## src/rtl/classifier3_train_ctrl.sv

```systemverilog
// classifier3_train_ctrl
//   Sequencing and scoring stage around a 3-output learning layer. Accepts one
//   labelled sample per s_valid/s_ready handshake, pulses the layer's evaluate
//   strobe, waits SETTLE cycles, captures the argmax of the layer outputs,
//   optionally runs LEARN_CYCLES of learn strobes, and presents the result on an
//   r_valid/r_ready handshake. Keeps saturating sample/correct counters.
//
// Optional feature macro: CLASSIFIER3_SKIP_CORRECT_EN
//   defined   : correctly classified samples skip the learn phase
//   undefined : every labelled training sample runs the learn phase
//
// Ports
//   clock, reset_n              : clock, asynchronous active-low reset
//   s_valid/s_ready             : sample handshake
//   s_label[1:0], s_train       : class index (3 = unlabelled), train request
//   layer_valid, layer_learn    : strobes to the layer
//   layer_out[3], expected_out[3]: layer outputs / training targets
//   r_valid/r_ready             : result handshake
//   r_pred[1:0], r_correct      : argmax class, match against label
//   clear_counts                : synchronous counter clear
//   sample_count, correct_count : saturating accuracy counters
module classifier3_train_ctrl #(
    parameter int unsigned   W            = 8,
    parameter int unsigned   SETTLE       = 2,
    parameter int unsigned   LEARN_CYCLES = 1,
    parameter int unsigned   CNT_W        = 16,
    parameter logic [W-1:0]  TARGET_HI    = '1,
    parameter logic [W-1:0]  TARGET_LO    = '0
) (
    input  logic                clock,
    input  logic                reset_n,
    input  logic                s_valid,
    output logic                s_ready,
    input  logic [1:0]          s_label,
    input  logic                s_train,
    output logic                layer_valid,
    output logic                layer_learn,
    input  logic [2:0][W-1:0]   layer_out,
    output logic [2:0][W-1:0]   expected_out,
    output logic                r_valid,
    input  logic                r_ready,
    output logic [1:0]          r_pred,
    output logic                r_correct,
    input  logic                clear_counts,
    output logic [CNT_W-1:0]    sample_count,
    output logic [CNT_W-1:0]    correct_count
);

    typedef enum logic [2:0] {
        S_IDLE,
        S_EVAL,
        S_WAIT,
        S_CAPTURE,
        S_LEARN,
        S_RESULT
    } state_t;

    localparam logic [15:0] SETTLE_LAST = 16'(SETTLE - 1);
    localparam logic [15:0] LEARN_LAST  = 16'(LEARN_CYCLES - 1);

    state_t        r_state;
    state_t        w_next;
    logic [15:0]   r_cnt;
    logic [1:0]    r_label;
    logic          r_train;

    logic [1:0]    w_pred;
    logic [W-1:0]  w_best;
    logic          w_correct;
    logic          w_do_learn;

    // Argmax with strict compare so the lower index wins a tie.
    always_comb begin
        w_pred = '0;
        w_best = layer_out[0];
        for (int unsigned i = 1; i < 3; i++) begin
            if (layer_out[i] > w_best) begin
                w_best = layer_out[i];
                w_pred = 2'(i);
            end
        end
    end

    assign w_correct = (r_label != 2'd3) && (w_pred == r_label);

`ifdef CLASSIFIER3_SKIP_CORRECT_EN
    assign w_do_learn = r_train && (r_label != 2'd3) && !w_correct;
`else
    assign w_do_learn = r_train && (r_label != 2'd3);
`endif

    // State register
    always_ff @(posedge clock or negedge reset_n) begin
        if (!reset_n) begin
            r_state <= S_IDLE;
        end else begin
            r_state <= w_next;
        end
    end

    // Next state and strobes; strobes decode straight from the state register
    // so that reset drops them without waiting for a clock edge.
    always_comb begin
        w_next      = r_state;
        s_ready     = 1'b0;
        layer_valid = 1'b0;
        layer_learn = 1'b0;
        r_valid     = 1'b0;
        case (r_state)
            S_IDLE: begin
                s_ready = 1'b1;
                if (s_valid) w_next = S_EVAL;
            end
            S_EVAL: begin
                layer_valid = 1'b1;
                w_next      = S_WAIT;
            end
            S_WAIT: begin
                if (r_cnt == SETTLE_LAST) w_next = S_CAPTURE;
            end
            S_CAPTURE: begin
                w_next = w_do_learn ? S_LEARN : S_RESULT;
            end
            S_LEARN: begin
                layer_valid = 1'b1;
                layer_learn = 1'b1;
                if (r_cnt == LEARN_LAST) w_next = S_RESULT;
            end
            S_RESULT: begin
                r_valid = 1'b1;
                if (r_ready) w_next = S_IDLE;
            end
            default: w_next = S_IDLE;
        endcase
    end

    // Dwell counter restarts on every state change.
    always_ff @(posedge clock or negedge reset_n) begin
        if (!reset_n) begin
            r_cnt <= '0;
        end else if (w_next != r_state) begin
            r_cnt <= '0;
        end else begin
            r_cnt <= r_cnt + 16'd1;
        end
    end

    // Sample latch, targets, result and counters
    always_ff @(posedge clock or negedge reset_n) begin
        if (!reset_n) begin
            r_label       <= '0;
            r_train       <= 1'b0;
            expected_out  <= {3{TARGET_LO}};
            r_pred        <= '0;
            r_correct     <= 1'b0;
            sample_count  <= '0;
            correct_count <= '0;
        end else begin
            if (r_state == S_IDLE && s_valid) begin
                r_label <= s_label;
                r_train <= s_train;
                for (int unsigned i = 0; i < 3; i++) begin
                    expected_out[i] <= (s_label == 2'(i)) ? TARGET_HI : TARGET_LO;
                end
            end
            if (r_state == S_CAPTURE) begin
                r_pred    <= w_pred;
                r_correct <= w_correct;
            end
            if (clear_counts) begin
                sample_count  <= '0;
                correct_count <= '0;
            end else if (r_state == S_CAPTURE) begin
                if (sample_count != '1) sample_count <= sample_count + 1'b1;
                if (w_correct && correct_count != '1) correct_count <= correct_count + 1'b1;
            end
        end
    end

endmodule

```

## config.mk

```make
export PLATFORM = sky130hd
export DESIGN_NAME = classifier3_train_ctrl
export DESIGN_NICKNAME = d
export VERILOG_FILES = /design/src/rtl/classifier3_train_ctrl.sv
export SDC_FILE = /design/constraint.sdc
export NUM_CORES = 1
export LEC_CHECK = 0
export ABC_AREA = 1
export BUFFER_PORTS_ARGS = -buffer_cell sky130_fd_sc_hd__buf_2
export CAP_MARGIN = 15
export CELL_PAD_IN_SITES_DETAIL_PLACEMENT = 2
export CELL_PAD_IN_SITES_GLOBAL_PLACEMENT = 2
export CORE_UTILIZATION = 31
export CTS_BUF_LIST = sky130_fd_sc_hd__clkbuf_4 sky130_fd_sc_hd__clkbuf_8
export DETAILED_ROUTE_END_ITERATION = 8
export HOLD_SLACK_MARGIN = 0.02
export PLACE_DENSITY_LB_ADDON = 0.1
export SLEW_MARGIN = 20
export SYNTH_ARGS = -nofsm -noshare
export SYNTH_HDL_FRONTEND = slang
export SYNTH_SLANG_ARGS = --single-unit
```

## constraint.sdc

```tcl
create_clock -name clock -period 2 [get_ports clock]
set_input_delay 0.4 -clock clock [delete_from_list [all_inputs] [get_ports clock]]
set_output_delay 0.4 -clock clock [all_outputs]
set_load 0.02 [all_outputs]
```

### After elaboration in Yosys (flattened, before gate mapping)

Index checks and enable logic that the tools add are counted.
W data, S select, Z words.

* $add $sub $neg: 3
* order comparisons: 2
* equal/unequal tests: 13
* multiplexer cells: 23
* reductions and logical operators: 13

Operator list (number)
* $mux W16: 7
* $add A16 B1 Y16 const B: 3
* $mux W8: 4
* $ne A16 B16 Y1 const B: 2
* $pmux W3 S6: 1
* $eq A16 B1 Y1 const B: 1
* $gt A8 B8 Y1: 2
* $logic_not A16 Y1: 1
* $mux W3: 4
* $eq A3 B2 Y1 const B: 2
* $eq A3 B3 Y1 const B: 2
* $mux W1: 6
* $reduce_bool A2 Y1: 3
* $logic_and A1 B1 Y1: 4
* $reduce_and A2 Y1: 2
* $eq A3 B1 Y1 const B: 1
* $logic_not A3 Y1: 1
* $ne A3 B3 Y1: 1
* $eq A2 B1 Y1 const B: 1
* $eq A2 B2 Y1: 1
* $eq A2 B2 Y1 const B: 1
* $logic_not A2 Y1: 1
* $mux W2: 1
* $ne A2 B2 Y1 const B: 1
* $reduce_or A2 Y1: 1

* bits in registers: 81
* input port bits: 32
* output and inout bits: 63
* word-level logic and storage cells: 65

### Longest topological paths before layout

Gate-level depths: netlist of run 1.

* depth after elaboration: 10
* depth in mapped cells: 29
* depth with buffers taken out: 27

### Worst setup path before layout of run 1

Ideal clock, no wire load.

* path kind: input port to flip-flop
* from: input port layer_out[7] in the netlist's numbering
* to: register correct_count[6]
* setup time: 0.066 ns
* arrival time: 3.057 ns
* data required time: 1.934 ns
* slack: -1.123 ns
* stages on the path: 22
* path buffers: 2
* cell sequence: inv_1 -> ha_1 -> nand2_1 -> nor2_1 -> nand3_1 -> nor2_1 -> a21oi_2 -> inv_1 -> clkbuf_1 -> o21ai_0 -> ha_1 -> a21o_1 -> nor2_1 -> nand2_1 -> nand2_1 -> nand2_1 -> nand2_1 -> nand2_1 -> nor2_2 -> buf_2 -> nand4_1 -> nand2_1

* longest elaborated chain between the ends: 9
* elaborated cells on any way between the ends: 10
* classes of those cells: order compare: 2; eq/ne: 1; mux: 3; reduce/logical: 4

Ends and longest elaborated chain
* from (decl): RTL line 38 `input logic [2:0][W-1:0] layer_out,`
* $gt A8 B8 Y1: RTL line 77 `if (layer_out[i] > w_best) begin`
* $mux W8: RTL line 77
* $gt A8 B8 Y1: RTL line 77
* $mux W2 *: RTL line 77
* $eq A2 B2 Y1 *: RTL line 84 `assign w_correct = (r_label != 2'd3) && (w_pred == r_label);`
* $logic_and A1 B1 Y1 *: RTL line 84
* $logic_and A1 B1 Y1 *: RTL line 175 `if (w_correct && correct_count != '1) correct_count <= correct_count + 1'b1;`
* $reduce_bool A2 Y1 (no line) *
* $reduce_and A2 Y1 (no line) *
* to (signal assigned): RTL line 175
* to (decl): RTL line 46 `output logic [CNT_W-1:0] correct_count`

Mark *: on every way between the ends. The rest lies on a longest branch, timed or not.
A chain may end at the register's enable or synchronous reset.

### Final worst setup path of run 1

* from: input port layer_out[1] in the netlist's numbering
* to: register correct_count[13]

The elaborated chain is that of the path after synthesis.

==> results of run 1 <==
==> worst paths after layout <==
check,startpoint,endpoint,slack (ns),depth (start not counted)
min in group clock,s_label[1],expected_out[14],0.26,2
min reg2reg,r_pred[0],r_pred[0],0.50,2
max,layer_out[1],correct_count[13],-1.04,22
max in group asynchronous,reset_n,r_cnt[0],1.32,2
min,reset_n,r_train,0.06,1
max reg2reg,correct_count[0],correct_count[13],0.11,9
==> logic make-up after synthesis <==
logic type               count (synthesis)  synth area share (%)
AND/OR/NAND/NOR                        259                  30.4
buffers and inverters                  104                  12.1
adder cells (fa/ha/maj)                 21                  6.62
flip-flops                              60                  37.8
AO/OA/AOI/OAI                           51                  7.47
XOR/XNOR                                25                  5.52
==> flip-flops by register name (all words and copies together) (netlist names) <==
signal and flops:
r_pred 2, r_correct 1, r_label 2, expected_out 3, correct_count 16, sample_count 16, r_state 3, r_cnt 16
r_train 1
==> worst max-delay path, cell delays in order <==
cell and delay, ns:
buf_6 0.08, inv_6 0.03, ha_4 0.26, nand2_2 0.05, nand2_1 0.06, nand2_2 0.05, nand2_2 0.06, nand2_2 0.07
a21oi_4 0.23, clkinvlp_4 0.24, nand2_1 0.13, o21ai_1 0.09, ha_1 0.30, nand2_1 0.07, inv_2 0.07, nand4_1 0.22
nand2_4 0.21, nand3_2 0.12, nand2_4 0.12, nand3b_4 0.21, nand3_2 0.14, nand2_2 0.06
==> per-stage QoR <==
stage	total power [mW]	TNS [ns]	cell area [um2]	instances
floorplan	2.83	-13.97	4140	520
global placement	3.16	-20.41	4820	778
detailed placement	3.23	-23.37	4820	778
CTS	4.65	-14.86	5240	798
global route	5.05	-21.35	5410	805
finish	4.74	-18.52	5410	805
==> timing repair <==
action / CTS / global route
pin swaps: 7 / 20
setup buffers: 4 / 6
gates resized for setup: 49 / 36
gates cloned: 2 / 1
endpoints found under the setup margin: 19 / 45
==> report_power, final <==
part	internal (mW)	switching, mW	total, mW
clock	0.700	0.494	1.19
sequential	1.36	0.150	1.51
combinational	0.682	1.35	2.04
total	2.74	2.00	4.74
==> cell usage after synthesis, types with 2 or more instances <==
| library cell | number |
|---|---|
| nor3b_1 | 4 |
| buf_4 | 21 |
| nor3_1 | 13 |
| inv_1 | 67 |
| nor3_2 | 2 |
| nor2_1 | 43 |
| clkbuf_1 | 5 |
| and3_1 | 2 |
| nand2_1 | 118 |
| a21oi_1 | 13 |
| xor2_1 | 19 |
| nand4_1 | 23 |
| xnor2_1 | 6 |
| o21ai_1 | 2 |
| ha_1 | 21 |
| buf_2 | 3 |
| dfrtp_1 | 60 |
| nor4_1 | 4 |
| o31ai_1 | 5 |
| nand2_2 | 2 |
| inv_2 | 6 |
| nand3_1 | 43 |
| o21ai_0 | 24 |
| a21o_1 | 2 |
==> final cells by class <==
cell class | count | area (um2)
fillers | 1394 | 6850
multi-input cells | 358 | 2360
flip-flops and latches | 60 | 1500
repair buffers | 130 | 817
inverters | 73 | 309
well taps | 168 | 210
clock buffers | 14 | 180
clock inverters | 1 | 30.0
repair inverters | 1 | 7.51
==> layer usage <==
layer  track usage, %  up-vias  share of wire (%)
li1                 -     1905                  -
met1             24.3     1951                 43
met2             39.0       91                 51
met3             3.74       23                3.5
met4             7.19        0                1.7
met5                0        -                  0
==> impl_metrics.csv, run 1 <==
group,metric,value,unit
status,outcome,"finished with violations",
status,violations,"negative setup slack",
route,wire_per_inst,16.8,um
route,viasPerCell,4.93,
sta,hold_ws,0.0646,ns
cts,cts_root_buffer,"clkbuf_8",
grt,grt_usage,21.1,%
finish,layout.nets,686,
synth,ys.flop_type,"dfrtp_1",
sta,tightest_slew,0.602,ns
sta,clock_skew,0.00778,ns
die,die_w,115,um
synth,synth_area,0.00397,mm2
synth,synth_top_area_share,37.8,%
synth,synth_edf_count,0,
route,finalWirelength,13500,um
synth,synth_nets,573,
synth,ys_seq_area_share,37.8,%
cts,cts_buffer_depth,2,
die,dieHeight,115,um
die,die_area,0.0133,mm2
placed_design,place_congestion,0.775,
route,drt-pass1-iter-count,4,
job,cap_violations,0,
grt,grt_max_degree,33,
sta,finalSetupViolCount,19,
cts,clk_pin_slew,0.07,ns
sta,slew_viol_final,0,
cts,htree_levels,3,
die,core.rowCount,40,
finish,diodes,0,
route,drt_iter0_drc,129,
finish,drive_gt1_share,36.7,%
grt,grt_pass1_vias,4378,
cts,cts_tree,"built",
cts,cts_made_buffers,9,
route,num_vias,3970,
finish,layout_commonest_cell,"nand2_1",
power,power.leakage,2.79,nW
power,ir_drop,0.324,mV
sta,layout_min_cycle_time,3.04,ns
setup_path,required,2.23,ns
sta,max_freq,329,MHz
grt,antenna_found_initial,0,
setup_path,worst-path-max-fanout,8,
synth,syn_area_per_cell,7.63,um2
sta,rsz0062_at_grt,"true",
finish,final_cell_mix,"nand2_1 (95), buf_2 (87), dfrtp_1 (60)",
placed_design,dp_hpwl,9480,um
synth,ys_ff_latch,60,
synth,yosysTopAreaCell,"dfrtp_1",
synth,yosys_warnings,0,
synth,synthTopCellsByArea,"dfrtp_1 (38%), nand2_1 (11%), ha_1 (6.6%), inv_1 (6.3%), nand3_1 (5.4%)",
die,ioPinCount,95,
cts,holdBufCountCts,0,
die,core,0.0123,mm2
synth,synth_cells,520,
setup_path,worstSetupEndpointType,"flip-flop",
setup_path,crit_path_start_kind,"primary input",
sta,hold_viol,0,
synth,synthDistinctLibCells,36,
route,antenna_left,0,
setup_path,criticalPathCategory,"in2reg",
die,start_util,32.4,%
placed_design,place_ws,-1.32,ns
cts,clk-insertion-delay-late,0.34,ns
finish,synthToLayoutAreaGrowth,36.4,%
sta,finalCritPeriodShare,152,%
synth,async_flop_share,100,%
hold_path,hold_class,"in2async",
setup_path,crit_arrival,3.27,ns
finish,final_core_util,44.1,%
placed_design,io_buffers,94,
grt,grt_pass1_wl,21400,um
sta,worst_slack,-1.04,ns
route,drc,0,
cts,clock_sinks,60,
power,power_density,875,mW/mm2
grt,grt_overflow,0,
sta,relSlewSlack,59.9,%
Note: power is estimated with default switching activity, not from simulation.
==> run 2: changes to the inputs <==
--- a/config.mk
+++ b/config.mk
@@ -8,10 +8,10 @@
 export ABC_AREA = 1
 export BUFFER_PORTS_ARGS = -buffer_cell sky130_fd_sc_hd__buf_2
 export CAP_MARGIN = 15
-export CELL_PAD_IN_SITES_DETAIL_PLACEMENT = 2
+export CELL_PAD_IN_SITES_DETAIL_PLACEMENT = 0
 export CELL_PAD_IN_SITES_GLOBAL_PLACEMENT = 2
 export CORE_UTILIZATION = 31
-export CTS_BUF_LIST = sky130_fd_sc_hd__clkbuf_4 sky130_fd_sc_hd__clkbuf_8
+export CTS_BUF_LIST = sky130_fd_sc_hd__clkbuf_8
 export DETAILED_ROUTE_END_ITERATION = 8
 export HOLD_SLACK_MARGIN = 0.02
 export PLACE_DENSITY_LB_ADDON = 0.1
==> impl_metrics.csv, run 2 (synthesis results as in run 1) <==
group,metric,value,unit
status,outcome,"finished with violations",
status,violations,"negative setup slack",
sta,tightest_slew,0.580,ns
placed_design,place_ws,-1.18,ns
grt,grt_max_degree,33,
placed_design,place_congestion,0.775,
cts,holdBufCountCts,0,
power,ir_drop,0.243,mV
finish,final_core_util,42.1,%
sta,worst_slack,-0.636,ns
power,power.leakage,2.72,nW
finish,final_cell_mix,"nand2_1 (110), buf_2 (87), inv_1 (60), dfrtp_1 (60), nand3_1 (41)",
power,power,4.34,mW
finish,finalInstanceArea,0.00516,mm2
setup_path,worst-path-max-fanout,16,
cts,clk-insertion-delay-late,0.35,ns
cts,cts_tree,"built",
job,cap_violations,0,
sta,hold_viol,0,
route,drt-pass1-iter-count,6,
setup_path,cp-startpoint,"layer_out[2]",
setup_path,reg2reg_to,"correct_count[4]",
setup_path,ff2ff_setup_slack,0.16,ns
setup_path,cp-endpoint,"correct_count[9]",
placed_design,dp_hpwl,7560,um
hold_path,hold_class,"in2async",
die,die_area,0.0133,mm2
finish,diodes,0,
route,viasPerCell,4.61,
die,core,0.0123,mm2
sta,slew_viol_final,0,
cts,cts_made_buffers,9,
route,wire_per_inst,12.8,um
route,drt_iter0_drc,120,
cts,htree_levels,3,
die,dieHeight,115,um
setup_path,required,2.28,ns
grt,grt_usage,16.8,%
cts,clk_pin_slew,0.07,ns
finish,layout.nets,678,
cts,cts_root_buffer,"clkbuf_8",
setup_path,crit_arrival,2.92,ns
finish,drive_gt1_share,29.9,%
finish,largestRegisters,"correct_count (16), r_cnt (16), sample_count (16)",
power,power_density,841,mW/mm2
route,antenna_left,0,
grt,grt_pass1_wl,17300,um
placed_design,io_buffers,94,
route,finalWirelength,10200,um
sta,layout_min_cycle_time,2.64,ns
setup_path,r2r_start,"correct_count[0]",
sta,finalSetupViolCount,19,
grt,grt_pass1_vias,3585,
finish,layout_commonest_cell,"nand2_1",
setup_path,criticalPathCategory,"in2reg",
sta,finalCritPeriodShare,132,%
grt,antenna_found_initial,0,
die,ioPinCount,95,
cts,clock_sinks,60,
sta,clock_skew,0.0104,ns
setup_path,r2r_cells,9,
setup_path,crit_path_start_kind,"primary input",
sta,relSlewSlack,61.4,%
sta,max_freq,379,MHz
die,core.rowCount,40,
die,start_util,32.4,%
finish,synthToLayoutAreaGrowth,30.0,%
route,drc,0,
die,die_w,115,um
cts,cts_buffer_depth,2,
setup_path,worstSetupEndpointType,"flip-flop",
route,num_vias,3671,
sta,setup_tns,-10.82,ns
sta,rsz0062_at_grt,"true",
placed_design,dpl_cell_area,0.00482,mm2
grt,grt_overflow,0,
==> run 2: worst min-delay path by stage <==
stage	to	slack [ns]
floorplan	correct_count[0]	0.10
global placement	r_train	0.44
detailed placement	r_train	0.44
CTS	correct_count[12]	0.06
global route	r_train	0.08
finish	r_train	0.05
==> run 2: metrics by stage <==
| stage | hold slack [ns] | std cells |
|---|---|---|
| global route | 0.0785 | 796 |
| floorplan | 0.104 | 520 |
| CTS | 0.0625 | 795 |
| global placement | 0.441 | 778 |
| detailed placement | 0.442 | 778 |
| finish | 0.0474 | 796 |
==> run 2: routing by layer <==
layer	share of wire, %	up-vias	routed length, um	GRT usage [%]
li1	-	1892	-	-
met1	48	1697	4930	22.0
met2	47	75	4780	27.8
met3	3.5	7	359	3.74
met4	1.0	0	106	4.42
met5	0	-	0	0
==> run 2: worst max-delay path: stages <==
cell and delay (ns):
buf_8 0.09, inv_12 0.03, ha_4 0.25, nand2_2 0.05, inv_1 0.04, nand2_1 0.04
nand2_1 0.06, nand2_1 0.06, a21oi_2 0.21, inv_4 0.10, nand2_1 0.06, o21ai_1 0.06
ha_1 0.31, a21oi_2 0.13, nor2_1 0.05, nor2_1 0.10, nand2_1 0.09, nand2_2 0.11
nand2_2 0.08, nand2_1 0.07, nand2_2 0.07, nor2_4 0.12, buf_12 0.15, nand4_1 0.09
nand2_1 0.08
==> run 2: report_power, final <==
part,switching (mW),internal (mW),leakage (nW)
sequential,0.128,1.36,0.820
combinational,1.16,0.588,1.80
clock,0.487,0.623,0.102
total,1.77,2.57,2.72
==> run 2: layout make-up <==
cell class,instances,area (um2)
Inverter,73,309
Fill cell,1310,7100
Tap cell,168,210
Timing Repair Buffer,124,764
Sequential cell,60,1500
Multi-Input combinational cell,357,2180
Clock inverter,3,38.8
Clock buffer,11,151
==> run 2: what timing repair did <==
action | in CTS | in global routing
pin swaps | 0 | 2
setup endpoints to repair | 19 | 38
resized for setup | 22 | 10
cloned | 1 | 0
setup buffers | 2 | 1
==> run 3: changes to the inputs <==
--- a/config.mk
+++ b/config.mk
@@ -12,9 +12,11 @@
 export CELL_PAD_IN_SITES_GLOBAL_PLACEMENT = 2
 export CORE_UTILIZATION = 31
 export CTS_BUF_LIST = sky130_fd_sc_hd__clkbuf_8
+export CTS_CLUSTER_DIAMETER = 120
 export DETAILED_ROUTE_END_ITERATION = 8
 export HOLD_SLACK_MARGIN = 0.02
 export PLACE_DENSITY_LB_ADDON = 0.1
+export SETUP_SLACK_MARGIN = 0.3
 export SLEW_MARGIN = 20
 export SYNTH_ARGS = -nofsm -noshare
 export SYNTH_HDL_FRONTEND = slang
==> impl_metrics.csv, run 3 (synthesis results as in run 1) <==
group,metric,value,unit
grt,grt_max_degree,28,
finish,largestRegisters,"correct_count (16), r_cnt (16), sample_count (16)",
finish,synthToLayoutAreaGrowth,43.3,%
finish,drive_gt1_share,40.5,%
placed_design,dpl_cell_area,0.00488,mm2
setup_path,path_buf_inv,4,
setup_path,r2r_start,"correct_count[0]",
placed_design,place_ws,-1.15,ns
status,outcome,"finished with violations",
cts,clock_sinks,60,
finish,finalInstanceArea,0.00569,mm2
die,start_util,32.4,%
grt,grt_pass1_vias,3621,
setup_path,crit_arrival,2.89,ns
power,power_density,847,mW/mm2
setup_path,ff2ff_setup_slack,0.11,ns
route,drt_iter0_drc,137,
route,antenna_left,0,
setup_path,crit_path_start_kind,"primary input",
power,ir_drop,0.274,mV
sta,relSlewSlack,54.9,%
setup_path,path_common_cell,"nand2_1",
cts,clk_pin_slew,0.07,ns
job,cap_violations,0,
cts,htree_levels,3,
placed_design,place_congestion,0.776,
grt,antenna_found_initial,0,
die,die_w,115,um
cts,cts_root_buffer,"clkbuf_8",
placed_design,post-place-cells,782,
finish,instances_no_fill,824,
finish,final_cell_mix,"nand2_1 (103), buf_2 (83), dfrtp_1 (56)",
cts,cts_buffer_depth,2,
sta,slew_viol_final,0,
sta,finalCritPeriodShare,130,%
setup_path,criticalPathCategory,"in2reg",
setup_path,required,2.29,ns
route,drt-pass1-iter-count,4,
finish,diodes,0,
sta,tightest_slew,0.677,ns
setup_path,cpLargestDelayFamily,"simple AND/OR/NAND/NOR gates",
sta,layout_min_cycle_time,2.60,ns
setup_path,worst-path-max-fanout,16,
sta,setup_tns,-10.07,ns
placed_design,dp_hpwl,7530,um
sta,clock_skew,0.0119,ns
setup_path,reg2reg_to,"correct_count[7]",
cts,cts_tree,"built",
sta,rsz0062_at_grt,"true",
setup_path,crit_slowest_cell,"ha_1",
grt,grt_pass1_wl,17700,um
finish,fill_cells,1219,
setup_path,critPathMaxStageDelay,0.29,ns
finish,multiInputGateArea,0.00247,mm2
cts,clk-insertion-delay-late,0.36,ns
die,dieHeight,115,um
route,num_vias,3794,
route,wire_per_inst,13.0,um
die,die_area,0.0133,mm2
die,core.rowCount,40,
hold_path,hold_class,"in2async",
cts,holdBufCountCts,0,
power,power.leakage,2.92,nW
sta,hold_viol,0,
sta,finalSetupViolCount,19,
cts,cts_made_buffers,9,
setup_path,worstSetupEndpointType,"flip-flop",
setup_path,r2r_cells,9,
route,finalWirelength,10700,um
grt,grt_usage,17.4,%
finish,layout_commonest_cell,"nand2_1",
status,violations,"negative setup slack",
route,viasPerCell,4.60,
finish,regArea,0.00151,mm2
finish,layout.nets,706,
die,core,0.0123,mm2
sta,max_freq,385,MHz
grt,grt_overflow,0,
die,ioPinCount,95,
placed_design,io_buffers,94,
sta,worst_slack,-0.598,ns
route,drc,0,
[run 3: changes by cell type in the layout (fill, tap and decap cells not counted), sizes merged]
cell   change
nand2      +1
buf       +27
[run 3: repair_timing]
item	CTS	global route
pin swaps	18	26
cloned	2	0
gates resized for setup	50	60
buffers inserted	13	13
setup endpoints to repair	51	52
[run 3: per-stage QoR]
step / total power [mW] / hold WS (ns) / utilization, %
3_5_place_dp: 3.20 / 0.469 / 39.8
3_3_place_gp: 3.20 / 0.471 / 39.8
5_1_grt: 5.16 / 0.123 / 46.4
6_report: 4.81 / 0.0847 / 46.4
2_1_floorplan: 2.85 / 0.104 / -
4_1_cts: 4.54 / 0.0955 / 43.5
[run 3: worst register-to-register path, delay by kind of cell, from the launching register on]
| family | cells | cell delay [ns] |
|---|---|---|
| and+or+nand+nor | 7 | 0.94 |
| DFF | 1 | 0.43 |
| adders and majority gates | 1 | 0.21 |
| buffers and inverters | 1 | 0.21 |
[run 3: area by class of cell]
| class | count | area share (%) |
|---|---|---|
| inverters | 73 | 5.44 |
| flip-flops and latches | 60 | 26.5 |
| clock buffers | 11 | 2.66 |
| multi-input cells | 358 | 43.4 |
| well taps | 168 | 3.70 |
| clock inverters | 3 | 0.682 |
| repair buffers | 151 | 17.6 |
[run 3: how the worst max path moves through the flow]
stage                        from  cells after the start                end  slack [ns]
global route         layer_out[7]                     24   correct_count[7]       -0.86
global placement     layer_out[2]                     25   correct_count[0]       -1.10
floorplan            layer_out[2]                     24  correct_count[15]       -0.84
detailed placement   layer_out[2]                     23   correct_count[9]       -1.15
finish               layer_out[1]                     25   correct_count[7]       -0.60
CTS                 layer_out[15]                     23   correct_count[1]       -0.59
[run 3: power breakdown]
group          switching [mW]  internal, mW
logic                    1.35         0.835
clock network           0.492         0.623
registers               0.158          1.36
[run 3: routing by layer]
metal	track usage [%]	routed length, um	vias up	part of all wire, %
met4	7.19	196	0	1.8
met1	22.5	4970	1743	46
met3	3.11	402	15	3.7
li1	-	-	1954	-
met2	28.6	5160	82	48
met5	0	0	-	0
